===== src/rtl/task_deser_pkg.sv =====
// Shared constants and types for the Othello task deserializer.
// Defining TASK_DESER_CHECKSUM_EN adds the CHECK state to the state enum.
package othello_task_pkg;

   localparam int TASK_BYTES = 18;
   localparam int PLAYER_W   = 64;
   localparam int OPPONENT_W = 64;
   localparam int TASKID_W   = 16;
   localparam int TASK_WIDTH = PLAYER_W + OPPONENT_W + TASKID_W;
   localparam int IDX_W      = $clog2(TASK_BYTES + 1);

   typedef struct packed {
      logic [PLAYER_W-1:0]   player;
      logic [OPPONENT_W-1:0] opponent;
      logic [TASKID_W-1:0]   taskid;
   } task_t;

`ifdef TASK_DESER_CHECKSUM_EN
   typedef enum logic [1:0] {
      HUNT     = 2'd0,
      COLLECT  = 2'd1,
      WAIT_OUT = 2'd2,
      CHECK    = 2'd3
   } state_t;
`else
   typedef enum logic [1:0] {
      HUNT     = 2'd0,
      COLLECT  = 2'd1,
      WAIT_OUT = 2'd2
   } state_t;
`endif

endpackage


===== src/rtl/task_deser_if.sv =====
// Byte-stream input and task output bundle of task_deser.
interface task_deser_if;
   import othello_task_pkg::*;

   // Both streams use strict valid/ready: a transfer happens on a rising edge
   // where valid && ready; once raised, valid and its data hold until that edge.
   logic [7:0]            in_data;
   logic                  in_valid;
   logic                  in_ready;
   logic [TASK_WIDTH-1:0] output_data;
   logic                  output_valid;
   logic                  output_ready;
   logic [7:0]            drop_count;

   modport master (
      output in_data, in_valid, output_ready,
      input  in_ready, output_data, output_valid, drop_count
   );

   modport slave (
      input  in_data, in_valid, output_ready,
      output in_ready, output_data, output_valid, drop_count
   );

endinterface


===== src/rtl/task_deser_gap_timer.sv =====
// Counts idle cycles inside a frame; timeout_o fires on the TIMEOUT_CYCLES-th
// consecutive idle cycle so the frame is dropped at that edge. 0 disables it.
module deser_gap_timer #(
   parameter int unsigned TIMEOUT_CYCLES = 1023
) (
   input  logic clock,
   input  logic reset,
   input  logic active_i,
   input  logic accept_i,
   output logic timeout_o
);

   localparam int unsigned CW = (TIMEOUT_CYCLES < 2) ? 1 : $clog2(TIMEOUT_CYCLES);
   localparam logic [CW-1:0] LAST = CW'((TIMEOUT_CYCLES == 0) ? 0 : TIMEOUT_CYCLES - 1);

   logic [CW-1:0] gap_q, gap_d;
   logic          idle;

   always_comb begin
      idle      = active_i && !accept_i;
      timeout_o = (TIMEOUT_CYCLES != 0) && idle && (gap_q == LAST);
      if (!idle || timeout_o) gap_d = '0;
      else                    gap_d = gap_q + 1'b1;
   end

   always_ff @(posedge clock) begin
      if (reset) gap_q <= '0;
      else       gap_q <= gap_d;
   end

endmodule


===== src/rtl/task_deser.sv =====
// Hunts for SYNC_BYTE, assembles an 18-byte task and hands it out on a held
// output register. TASK_DESER_CHECKSUM_EN adds a trailing XOR checksum byte.
module task_deser
   import othello_task_pkg::*;
#(
   parameter logic [7:0]  SYNC_BYTE      = 8'hA5,
   parameter int unsigned TIMEOUT_CYCLES = 1023
) (
   input  logic          clock,
   input  logic          reset,
   task_deser_if.slave   bus,
   output state_t        dbg_state_o
);

   state_t                state_q, state_d;
   logic [IDX_W-1:0]      idx_q, idx_d;
   logic [TASK_WIDTH-1:0] asm_q, asm_d;
   logic [TASK_WIDTH-1:0] out_q, out_d;
   logic                  out_valid_q, out_valid_d;
   logic [7:0]            drop_q, drop_d;

   logic                  in_ready, collecting, timeout;
   logic                  accept, sync_hit, shift_en, last_byte, slot_free;
   logic                  complete, drop_frame;
   logic [TASK_WIDTH-1:0] shifted, done_data;
`ifdef TASK_DESER_CHECKSUM_EN
   logic [7:0]            csum_q, csum_d;
   logic                  bad_sum;
`endif

   deser_gap_timer #(.TIMEOUT_CYCLES(TIMEOUT_CYCLES)) u_gap_timer (
      .clock     (clock),
      .reset     (reset),
      .active_i  (collecting),
      .accept_i  (accept),
      .timeout_o (timeout)
   );

   always_comb begin
      in_ready   = (state_q != WAIT_OUT);
`ifdef TASK_DESER_CHECKSUM_EN
      collecting = (state_q == COLLECT) || (state_q == CHECK);
`else
      collecting = (state_q == COLLECT);
`endif
   end

   // A task completes either on its last payload byte or on a matching checksum.
   always_comb begin
      accept    = bus.in_valid && in_ready;
      sync_hit  = (state_q == HUNT) && accept && (bus.in_data == SYNC_BYTE);
      shift_en  = (state_q == COLLECT) && accept;
      last_byte = shift_en && (idx_q == IDX_W'(TASK_BYTES - 1));
      shifted   = {asm_q[TASK_WIDTH-9:0], bus.in_data};
      slot_free = !out_valid_q || bus.output_ready;
`ifdef TASK_DESER_CHECKSUM_EN
      complete   = (state_q == CHECK) && accept && (bus.in_data == csum_q);
      bad_sum    = (state_q == CHECK) && accept && (bus.in_data != csum_q);
      done_data  = asm_q;
      drop_frame = timeout || bad_sum;
`else
      complete   = last_byte;
      done_data  = shifted;
      drop_frame = timeout;
`endif
   end

   always_ff @(posedge clock) begin
      if (reset) state_q <= HUNT;
      else       state_q <= state_d;
   end

   always_comb begin
      state_d = state_q;
      unique case (state_q)
         HUNT: if (sync_hit) state_d = COLLECT;
         COLLECT: begin
            if (timeout) state_d = HUNT;
`ifdef TASK_DESER_CHECKSUM_EN
            else if (last_byte) state_d = CHECK;
         end
         CHECK: begin
            if (timeout || bad_sum) state_d = HUNT;
            else if (complete) state_d = slot_free ? HUNT : WAIT_OUT;
         end
`else
            else if (complete) state_d = slot_free ? HUNT : WAIT_OUT;
         end
`endif
         WAIT_OUT: if (bus.output_ready) state_d = HUNT;
         default:  state_d = HUNT;
      endcase
   end

   always_comb begin
      idx_d       = idx_q;
      asm_d       = asm_q;
      out_d       = out_q;
      out_valid_d = out_valid_q;
      drop_d      = drop_q;
`ifdef TASK_DESER_CHECKSUM_EN
      csum_d      = csum_q;
      if (sync_hit) csum_d = '0;
      if (shift_en) csum_d = csum_q ^ bus.in_data;
`endif
      if (sync_hit) idx_d = '0;
      if (shift_en) begin
         asm_d = shifted;
         idx_d = idx_q + 1'b1;
      end
      if (out_valid_q && bus.output_ready) out_valid_d = 1'b0;
      // Loads only happen when the slot is empty or draining, so a stalled task never changes.
      if (complete && slot_free) begin
         out_d       = done_data;
         out_valid_d = 1'b1;
      end
      if ((state_q == WAIT_OUT) && bus.output_ready) begin
         out_d       = asm_q;
         out_valid_d = 1'b1;
      end
      if (drop_frame && (drop_q != 8'hFF)) drop_d = drop_q + 8'd1;
   end

   always_ff @(posedge clock) begin
      if (reset) begin
         idx_q       <= '0;
         asm_q       <= '0;
         out_q       <= '0;
         out_valid_q <= 1'b0;
         drop_q      <= '0;
`ifdef TASK_DESER_CHECKSUM_EN
         csum_q      <= '0;
`endif
      end else begin
         idx_q       <= idx_d;
         asm_q       <= asm_d;
         out_q       <= out_d;
         out_valid_q <= out_valid_d;
         drop_q      <= drop_d;
`ifdef TASK_DESER_CHECKSUM_EN
         csum_q      <= csum_d;
`endif
      end
   end

   assign bus.in_ready     = in_ready;
   assign bus.output_data  = out_q;
   assign bus.output_valid = out_valid_q;
   assign bus.drop_count   = drop_q;
   assign dbg_state_o      = state_q;

endmodule


===== src/flat_wrapper.sv =====
// flat-port wrapper written by rule: the top's interface ports become plain ports
module task_deser_flat import othello_task_pkg::*;
#(
   parameter logic [7:0]  SYNC_BYTE      = 8'hA5,
   parameter int unsigned TIMEOUT_CYCLES = 1023
)
  (clock, reset, dbg_state_o, bus_in_data, bus_in_valid, bus_output_ready, bus_in_ready, bus_output_data, bus_output_valid, bus_drop_count);
  task_deser_if bus_i ();
  input  logic clock;
  input  logic reset;
  output state_t dbg_state_o;
  input wire logic [$bits(bus_i.in_data)-1:0] bus_in_data;
  input wire logic [$bits(bus_i.in_valid)-1:0] bus_in_valid;
  input wire logic [$bits(bus_i.output_ready)-1:0] bus_output_ready;
  output wire logic [$bits(bus_i.in_ready)-1:0] bus_in_ready;
  output wire logic [$bits(bus_i.output_data)-1:0] bus_output_data;
  output wire logic [$bits(bus_i.output_valid)-1:0] bus_output_valid;
  output wire logic [$bits(bus_i.drop_count)-1:0] bus_drop_count;
  assign bus_i.in_data = bus_in_data;
  assign bus_i.in_valid = bus_in_valid;
  assign bus_i.output_ready = bus_output_ready;
  assign bus_in_ready = bus_i.in_ready;
  assign bus_output_data = bus_i.output_data;
  assign bus_output_valid = bus_i.output_valid;
  assign bus_drop_count = bus_i.drop_count;
  task_deser #(.SYNC_BYTE(SYNC_BYTE), .TIMEOUT_CYCLES(TIMEOUT_CYCLES)) u_core (.clock(clock), .reset(reset), .bus(bus_i), .dbg_state_o(dbg_state_o));
endmodule

===== config.mk =====
export PLATFORM = sky130hd
export DESIGN_NAME = task_deser_flat
export DESIGN_NICKNAME = d
export VERILOG_FILES = /design/src/rtl/task_deser_pkg.sv /design/src/rtl/task_deser_if.sv /design/src/rtl/task_deser_gap_timer.sv /design/src/rtl/task_deser.sv /design/src/flat_wrapper.sv
export SDC_FILE = /design/constraint.sdc
export NUM_CORES = 1
export LEC_CHECK = 0
export CORE_UTILIZATION = 40
export DETAILED_ROUTE_END_ITERATION = 8
export GPL_ROUTABILITY_DRIVEN = 0
export PLACE_DENSITY_LB_ADDON = 0.12
export SLEW_MARGIN = 15
export SYNTH_ARGS = -nofsm -noshare
export SYNTH_HDL_FRONTEND = slang
export SYNTH_SLANG_ARGS = --single-unit

===== constraint.sdc =====
create_clock -name clock -period 2.7 [get_ports clock]
set_input_delay 0.81 -clock clock [delete_from_list [all_inputs] [get_ports clock]]
set_output_delay 0.81 -clock clock [all_outputs]
set_load 0.05 [all_outputs]

==> impl_results.md, run 1 <==
* H-tree levels at 2
* Critical Path RT at 1890 ps
* Via count at 9939
* Flop pwr share at 46.0%
* Tmin final at 2600 ps
* Slew @ Worst Pin at 871 ps
* P_sw at 0.00204 W
* Routed len/inst at 17.3 um
* Antenna diodes at 0
* Clock share of power at 51.7%
* WL final at 31400 um
* Slowest-stage cell, CP: clkdlybuf4s50_1
* Critical Path Sink: bus_drop_count[4]
* Predominant post-synthesis flop cell: dfxtp_1
* Register bit total from synthesis at 314
* Area grow syn2layout at 30.6%
* Post-DP Area at 0.0139 mm2
* Reg2Reg Setup Slack at 440 ps
* Slew headroom at 41.9%
* Peak per-stage delay on the critical path at 860 ps
* Run status: completed
* Number of global-route vias before repair at 9472
* Seq/Total Area, Yosys at 54.0%
* IO buf count at 167
* DRC Markers at 0
* R2r worst-path depth at 5
* CTS Sinks at 314
* Clock slew at reported path FFs at 60 ps
* Global-route usage over all layers at 20.7%
* R2R Path End: u_core.bus.drop_count[0]
* GR Layer Usage met1 at 28.0%
* Max-cap violations at 0
* Setup_tns at 0 ps
* Crit start category: register
* Width of the die at 173 um
* Post-CTS setup buffers at 0
* GRT Max-Usage Layer: met2
* Longest Clk Path Bufs at 3
* Final HPWL DP at 19300 um
* Root Driver: clkbuf_16
* Worst path top cell family by delay: buffers and inverters
* Yosys cell types at 38
* Num ports at 168
* Worst min path class: reg2reg
* Syn_area_per_cell at 9.12 um2
* Setup slack after layout at 95.5 ps
* Met2 Usage GRT at 33.3%
* Clock skew at 11.4 ps
* CP Depth at 1
* DP Worst Slack at -254 ps
* 1st-iter DRT viols at 678
* Number of buffers created by CTS at 35
* Worst r2r src: u_core.dbg_state_o[0]
* CTS Hold Bufs at 0
* Post-Synthesis Cells at 1278
* Largest net degree at the start of global routing at 96
* Die H at 173 um
* VDD IR max at 0.387 mV
* Switching share of power at 20.2%
* CTS tree: done
* Clock latency on the worst-skew pair at 510 ps
* Vias/cell at 5.48
* Synth Cell Area at 0.0116 mm2
* Layout net count at 1423
* CP Buf/Inv Count at 1
* Critical path, cell by cell: clkdlybuf4s50_1
* Core box area at 0.0287 mm2
* Finish-stage setup viols at 0
* Ys async rst share at 0%
* Crit path DAT at 1790 ps
* Post-synth EDFFs at 0
* Gate power share at 2.3%
* Fraction of layout cells with a size suffix above 1 at 7.13%
* Leakage power total at 4.68 nW
* YS warnings at 0
* Initial antenna violation count at 0
* Fmax at 0.384 GHz
* Post-layout instance area at 0.0152 mm2
* Final Max Tran Viols at 0
* Internal power at 0.00804 W
* Synth Net Count at 1295
* Post-DRT Antenna Nets at 0
* Total congestion overflow at 0
* Crit path from: u_core.bus.drop_count[4]
* Pre-Repair DR Iteration Count at 5
* Setup Crit Path Kind: reg2out
* Crit Path Max Fanout at 7
* Final worst-path cycle share at 96.5%
* PwrDens at 662 mW/mm2
* FP Rows at 62
* Grt met3 use at 4.20%
* CP Capture Type: primary output
* Unrepaired setup endpoints after global routing: false
* First-pass GRT wire length at 50900 um
* Initial core utilization at 40.6%
* Die ar. at 0.0298 mm2
* Final Hold Fails at 0
[layer usage]
| metal | wire (um) | vias up |
|---|---|---|
| met5 | 0 | - |
| li1 | - | 4887 |
| met4 | 628 | 0 |
| met1 | 14500 | 4742 |
| met2 | 14600 | 266 |
| met3 | 1600 | 44 |
[flip-flops by register name, indices dropped and copies added, names as in the netlist]
signal	cells
u_core.bus.output_data	144
u_core.idx_q	5
u_core.bus.output_valid	1
u_core.asm_q	144
u_core.bus.drop_count	8
u_core.u_gap_timer.gap_q	10
u_core.dbg_state_o	2
[worst min-delay path by stage]
stage,startpoint,end,slack (ps),cells past startpoint
after floorplan,u_core.asm_q[136],u_core.asm_q[136],440,2
after global placement,u_core.asm_q[138],u_core.asm_q[138],440,2
after detailed placement,u_core.bus.output_data[23],u_core.bus.output_data[23],450,1
after CTS,u_core.asm_q[143],u_core.asm_q[143],460,2
after global routing,u_core.asm_q[137],u_core.asm_q[137],470,2
final,u_core.asm_q[137],u_core.asm_q[137],460,2
[power by group through the flow]
stage | Clock [W] | Sequential, W | Combinational [W]
detailed placement | 0 | 0.00474 | 0.000229
CTS | 0.00533 | 0.00463 | 0.000229
finish | 0.00521 | 0.00464 | 0.000227
floorplan | 0 | 0.00474 | 0.000122
global route | 0.00552 | 0.00463 | 0.000245
global placement | 0 | 0.00474 | 0.000230
[Yosys cell counts (all sizes together), types with 2 or more instances]
cell type | n | area share (%)
a21oi | 157 | 6.7
a22oi | 144 | 9.3
a31oi | 3 | 0.16
and3b | 2 | 0.15
buf | 21 | 0.78
clkbuf | 95 | 3.1
dfxtp | 314 | 54
ha | 5 | 0.54
inv | 7 | 0.23
nand2 | 295 | 9.5
nand2b | 4 | 0.21
nand3 | 16 | 0.69
nand4 | 3 | 0.16
nor2 | 17 | 0.55
nor3 | 4 | 0.17
nor3b | 2 | 0.13
nor4 | 2 | 0.11
o21a | 2 | 0.13
o21ai | 4 | 0.17
o2bb2ai | 144 | 11
o31ai | 5 | 0.32
or3 | 8 | 0.43
or4 | 5 | 0.32
xnor2 | 5 | 0.38
xor2 | 2 | 0.15
[kinds of logic (layout without fill, tap and decap cells)]
| group | after synthesis | after routing | synth area share [%] |
|---|---|---|---|
| fa+ha+maj | 5 | 5 | 0.537 |
| flops | 314 | 314 | 54.0 |
| buf+inv | 123 | 276 | 4.07 |
| xor+xnor | 7 | 7 | 0.526 |
| simple gates | 366 | 366 | 13.0 |
| compound gates | 463 | 463 | 27.9 |
[final cells by class]
class                           count  area (um2)
Tap cell                          384         480
Inverter                            7        26.3
Fill cell                        2634       13500
Multi-Input combinational cell    841        4920
Clock inverter                     12         244
Clock buffer                       50        1030
Sequential cell                   314        6290
Timing Repair Buffer              207        2220
[timing repair]
| action | 4_1_cts | 5_1_grt |
|---|---|---|
| resized for setup | 2 | 1 |
| pin swaps | 0 | 0 |
| endpoints found under the setup margin | 2 | 1 |
[cells in the final DEF (no fill, tap or decap), types with 2 or more instances in the layout]
cell / n
dfxtp_1: 314
nor3b_1: 2
a31oi_1: 3
buf_4: 21
a21oi_1: 156
o21ai_0: 4
o31ai_1: 5
and3b_4: 2
o2bb2ai_1: 144
nand2_1: 294
bufinv_16: 7
clkbuf_1: 7
nand3_1: 16
dlygate4sd2_1: 2
xor2_1: 2
nand4_1: 3
ha_1: 5
or4_1: 5
xnor2_1: 5
clkdlybuf4s50_1: 163
clkbuf_16: 37
or3_1: 8
nor4_1: 2
nor2_1: 16
nand2b_1: 4
clkbuf_8: 6
clkinv_2: 2
buf_12: 20
nor3_1: 4
a22oi_1: 144
clkinvlp_4: 2
o21a_1: 2
inv_1: 7
[stage by stage]
stage / std cells / hold slack (ps) / utilization (%) / total power (W)
2_1_floorplan: 1278 / 437 / - / 0.00486
3_3_place_gp: 1753 / 442 / 48.6 / 0.00497
3_5_place_dp: 1753 / 446 / 48.6 / 0.00497
4_1_cts: 1815 / 457 / 53.0 / 0.0102
5_1_grt: 1815 / 470 / 53.0 / 0.0104
6_report: 1815 / 457 / 53.0 / 0.0101
Power figures use the tool's default switching activity.
==> run 2: changes to the inputs <==
--- a/config.mk
+++ b/config.mk
@@ -5,7 +5,7 @@
 export SDC_FILE = /design/constraint.sdc
 export NUM_CORES = 1
 export LEC_CHECK = 0
-export CORE_UTILIZATION = 40
+export CORE_UTILIZATION = 50
 export DETAILED_ROUTE_END_ITERATION = 8
 export GPL_ROUTABILITY_DRIVEN = 0
 export PLACE_DENSITY_LB_ADDON = 0.12
==> run 2 against run 1 <==
  * Flip-flop and latch count unchanged
  * Largest power group unchanged
  * Cell count decreased by 4.2%
  * Critical path depth unchanged
  * Sequential power about the same
  * Register-to-register slack improved by 60 ps
  * Non-clock buffer count decreased by 4
  * Critical endpoint is now bus_drop_count[2]
  * Clock skew about the same
  * Die area decreased by 20%
==> impl_results.md, run 2 (same netlist as run 1, synthesis figures left out) <==
* Tmin final at 2580 ps
* Unrepaired setup endpoints after global routing: false
* Width of the die at 155 um
* Final HPWL DP at 18500 um
* Die H at 155 um
* Finish-stage setup viols at 0
* Pre-Repair DR Iteration Count at 6
* Worst path top cell family by delay: buffers and inverters
* CP Capture Type: primary output
* Number of buffers created by CTS at 34
* Run status: completed
* Commonest cells after routing, fill and taps aside: dfxtp_1, nand2_1, clkdlybuf4s50_1
* 1st-iter DRT viols at 838
* Final Hold Fails at 0
* Critical path, cell by cell: clkdlybuf4s50_1
* DRC Markers at 0
* Num ports at 168
* Root Driver: clkbuf_16
* CTS tree: done
* Slew @ Worst Pin at 690 ps
* Largest net degree at the start of global routing at 97
* Clock latency on the worst-skew pair at 500 ps
* Fraction of layout cells with a size suffix above 1 at 6.53%
* PwrDens at 639 mW/mm2
* WL final at 30400 um
* Max-cap violations at 0
* Layout net count at 1418
* R2r worst-path depth at 4
* Post-DRT Antenna Nets at 0
* Leakage power total at 4.59 nW
* Critical Path RT at 1890 ps
* CP Buf/Inv Count at 1
* Worst Hold Depth at 2
* Clock skew at 11.5 ps
* Fin util at 65.6%
* Total congestion overflow at 0
* Fmax at 0.388 GHz
* Worst r2r src: u_core.dbg_state_o[0]
* Crit Path Max Fanout at 6
* Setup_tns at 0 ps
* Routed len/inst at 17.5 um
* Commonest non-fill, non-tap cell in the layout: dfxtp_1
* Via count at 10059
* VDD IR max at 0.403 mV
* Initial antenna violation count at 0
* Die ar. at 0.0239 mm2
* Crit start category: register
* Final worst-path cycle share at 95.4%
* FP Rows at 55
* Hold path start: u_core.asm_q[136]
* Crit path DAT at 1770 ps
* Antenna diodes at 0
* Peak per-stage delay on the critical path at 840 ps
* Final Max Tran Viols at 0
* Clock slew at reported path FFs at 60 ps
* Hold Path End: u_core.asm_q[136]
* Reg2Reg Setup Slack at 500 ps
* Slew headroom at 54.0%
* R2R Path End: u_core.bus.drop_count[3]
* Filler Cell Count at 1889
* WHS at 456 ps
* Slowest-stage cell, CP: clkdlybuf4s50_1
* Worst min path class: reg2reg
* H-tree levels at 2
* Area grow syn2layout at 28.2%
* Initial core utilization at 51.1%
* Setup Crit Path Kind: reg2out
* Number of global-route vias before repair at 9350
* First-pass GRT wire length at 49400 um
* Core box area at 0.0228 mm2
* Longest Clk Path Bufs at 3
* CTS Sinks at 314
* Vias/cell at 5.79
* CP Depth at 1
* Global-route usage over all layers at 25.3%
* IO buf count at 167
run 2: cell types whose count changed in the layout (fill, tap and decap cells not counted):
cell,previous run,this run
clkbuf_1,7,10
clkinv_2,2,3
clkinvlp_4,2,0
inv_6,0,1
bufinv_16,7,2
clkinv_4,1,0
buf_4,21,19
clkbuf_8,6,7
buf_12,20,18
run 2: worst max-delay path by stage:
stage,from,endpoint,slack [ps]
2_1_floorplan,bus_in_valid,u_core.bus.drop_count[3],340
3_3_place_gp,bus_in_valid,u_core.bus.drop_count[7],-190
3_5_place_dp,bus_in_valid,u_core.bus.drop_count[3],-220
4_1_cts,u_core.dbg_state_o[0],dbg_state_o[0],20
5_1_grt,u_core.bus.drop_count[4],bus_drop_count[4],40
6_report,u_core.bus.drop_count[2],bus_drop_count[2],120
run 2: repair_timing:
action / 4_1_cts / 5_1_grt
hold buffers: 0 / 0
endpoints found under the setup margin: 2 / 1
resized for setup: 2 / 1
buffers inserted: 0 / 0
run 2: per-layer routing:
layer,GRT usage [%],part of all wire [%],vias up
met1,35.0,46,4850
met2,39.9,46,291
met3,4.79,6.2,51
met4,7.83,2.1,0
li1,-,-,4867
met5,0,0,-
run 2: where the power goes:
group	total (W)	internal, W	leakage (nW)	switching, W
Clock	0.00470	0.00288	0.563	0.00182
Combinational	0.000207	0.0000502	1.50	0.000157
Sequential	0.00463	0.00463	2.53	0.00000156
run 2: cell type report:
type,count,area [um2],area share (%)
repair buffers,203,2160,14.5
well taps,313,392,2.62
flip-flops and latches,314,6290,42.1
clock buffers,54,1060,7.10
multi-input cells,841,4920,33.0
clock inverters,6,83.8,0.561
inverters,7,26.3,0.176
run 2: per-stage QoR:
step	setup WS (ps)	instance area (um2)	power, W	cells
after global placement	-190	13800	0.00494	1678
after CTS	18.4	14900	0.00961	1738
after detailed placement	-219	13800	0.00494	1678
after global routing	39.6	14900	0.00982	1738
after floorplan	339	11600	0.00486	1278
final	124	14900	0.00954	1738
==> run 3: changes to the inputs <==
==> constraint.sdc (replaced) <==
create_clock -name clock -period 2.7 [get_ports clock]
set_input_delay 0.81 -clock clock [delete_from_list [all_inputs] [get_ports clock]]
set_output_delay 0.81 -clock clock [all_outputs]
set_load 0.02 [all_outputs]
==> run 3 against run 2 <==
  * Critical path depth is 1 higher
  * Wire length about the same
  * Sequential share of layout area did not move
  * Clock power about the same
  * Cell count is the same
  * Register-to-register slack is essentially flat
  * Worst setup slack better by 26 ps
  * Flip-flop and latch count did not move
  * Sequential power hardly changed
  * Non-clock buffer count did not move
  * Total power barely moved
  * Worst hold slack is essentially flat
  * Critical path type unchanged
==> impl_results.md, run 3 (same netlist as run 1, synthesis figures left out) <==
* Setup Crit Path Kind: reg2out
* Final Max Tran Viols at 0
* Initial core utilization at 51.1%
* Num ports at 168
* IO buf count at 167
* Unrepaired setup endpoints after global routing: false
* Worst Hold Depth at 2
* Leakage power total at 4.57 nW
* Clock slew at reported path FFs at 60 ps
* Clock latency on the worst-skew pair at 510 ps
* Layout net count at 1418
* FP Rows at 55
* Via count at 10107
* Reg2Reg Setup Slack at 490 ps
* Crit start category: register
* Final Hold Fails at 0
* Slew headroom at 55.1%
* Hold Path End: u_core.asm_q[141]
* Setup slack after layout at 150 ps
* R2r worst-path depth at 4
* Longest Clk Path Bufs at 3
* Crit Path Max Fanout at 9
* Number of buffers created by CTS at 34
* Worst min path class: reg2reg
* Number of global-route vias before repair at 9345
* Final worst-path cycle share at 94.4%
* First-pass GRT wire length at 49400 um
* Fraction of layout cells with a size suffix above 1 at 6.53%
* Worst r2r src: u_core.dbg_state_o[0]
* WHS at 456 ps
* Global-route usage over all layers at 25.3%
* Filler Cell Count at 1886
* DP Worst Slack at -219 ps
* Pre-Repair DR Iteration Count at 5
* CTS Sinks at 314
* Cts repair resizes at 0
* PwrDens at 640 mW/mm2
* WL final at 30400 um
* Commonest cells after routing, fill and taps aside: dfxtp_1, nand2_1, clkdlybuf4s50_1
* Die ar. at 0.0239 mm2
* Fmax at 0.392 GHz
* Largest net degree at the start of global routing at 97
* Die H at 155 um
* CP Capture Type: primary output
* H-tree levels at 2
* Clock skew at 13.0 ps
* Total congestion overflow at 0
* Core box area at 0.0228 mm2
* Critical Path RT at 1890 ps
* Post-CTS setup buffers at 0
* VDD IR max at 0.405 mV
* R2R Path End: u_core.bus.drop_count[3]
* Post-DRT Antenna Nets at 0
* Run status: completed
* Routed len/inst at 17.5 um
* Slew @ Worst Pin at 673 ps
* 1st-iter DRT viols at 809
* Max-cap violations at 0
* Tmin final at 2550 ps
* Area grow syn2layout at 28.2%
* Initial antenna violation count at 0
* Final HPWL DP at 18500 um
* Finish-stage setup viols at 0
* Antenna diodes at 0
* Commonest non-fill, non-tap cell in the layout: dfxtp_1
* CTS tree: done
* Hold path start: u_core.asm_q[141]
* DRC Markers at 0
* CTS Hold Bufs at 0
* Width of the die at 155 um
* Crit path DAT at 1740 ps
* Root Driver: clkbuf_16
* Vias/cell at 5.82
==> run 3: cell count changes in the layout (fill, tap and decap cells not counted), sizes merged <==
| cell | before | now |
|---|---|---|
| clkdlybuf4s50 | 163 | 166 |
| dlygate4sd2 | 2 | 0 |
| dlymetal6s2s | 1 | 0 |
==> run 3: metrics by stage <==
step	TNS [ps]	instances	power, W	area [um2]	utilization, %
floorplan	0	1278	0.00486	11600	-
global placement	-1230	1678	0.00494	13800	60.5
detailed placement	-1430	1678	0.00494	13800	60.5
CTS	0	1738	0.00961	14900	65.6
global route	0	1738	0.00982	14900	65.6
finish	0	1738	0.00955	14900	65.6
==> run 3: layout make-up <==
| cell class | count | area, um2 | area share (%) |
|---|---|---|---|
| tap | 313 | 392 | 2.62 |
| timing repair buffer | 203 | 2160 | 14.5 |
| sequential | 314 | 6290 | 42.1 |
| clock buffer | 54 | 1060 | 7.10 |
| inverter | 7 | 26.3 | 0.176 |
| clock inverter | 6 | 83.8 | 0.561 |
| multi-input combinational | 841 | 4920 | 33.0 |
==> run 3: critical path, cell delays in order, from the launching register on <==
cell             delay [ps]
dfxtp_1                 490
nand2b_1                150
clkdlybuf4s50_1         600
==> run 3: per-layer routing <==
| metal | part of all wire [%] | global-route usage [%] | up-vias |
|---|---|---|---|
| met4 | 2.1 | 7.83 | 0 |
| met3 | 5.9 | 4.79 | 51 |
| li1 | - | - | 4869 |
| met1 | 46 | 35.0 | 4876 |
| met5 | 0 | 0 | - |
| met2 | 46 | 39.9 | 311 |
==> run 3: worst max path at each step <==
stage,slack [ps],to,cells past startpoint,start
3_3_place_gp,-190,u_core.bus.drop_count[7],5,bus_in_valid
2_1_floorplan,340,u_core.bus.drop_count[3],5,bus_in_valid
3_5_place_dp,-220,u_core.bus.drop_count[3],5,bus_in_valid
5_1_grt,80,bus_in_ready,2,u_core.dbg_state_o[0]
6_report,150,bus_in_ready,2,u_core.dbg_state_o[0]
4_1_cts,140,bus_in_ready,2,u_core.dbg_state_o[0]
==> run 3: power by group <==
group          switching [W]  leakage (nW)  total, W  internal (W)
logic               0.000154          1.48  0.000205     0.0000505
clock network        0.00183         0.563   0.00471       0.00289
registers         0.00000160          2.53   0.00463       0.00463
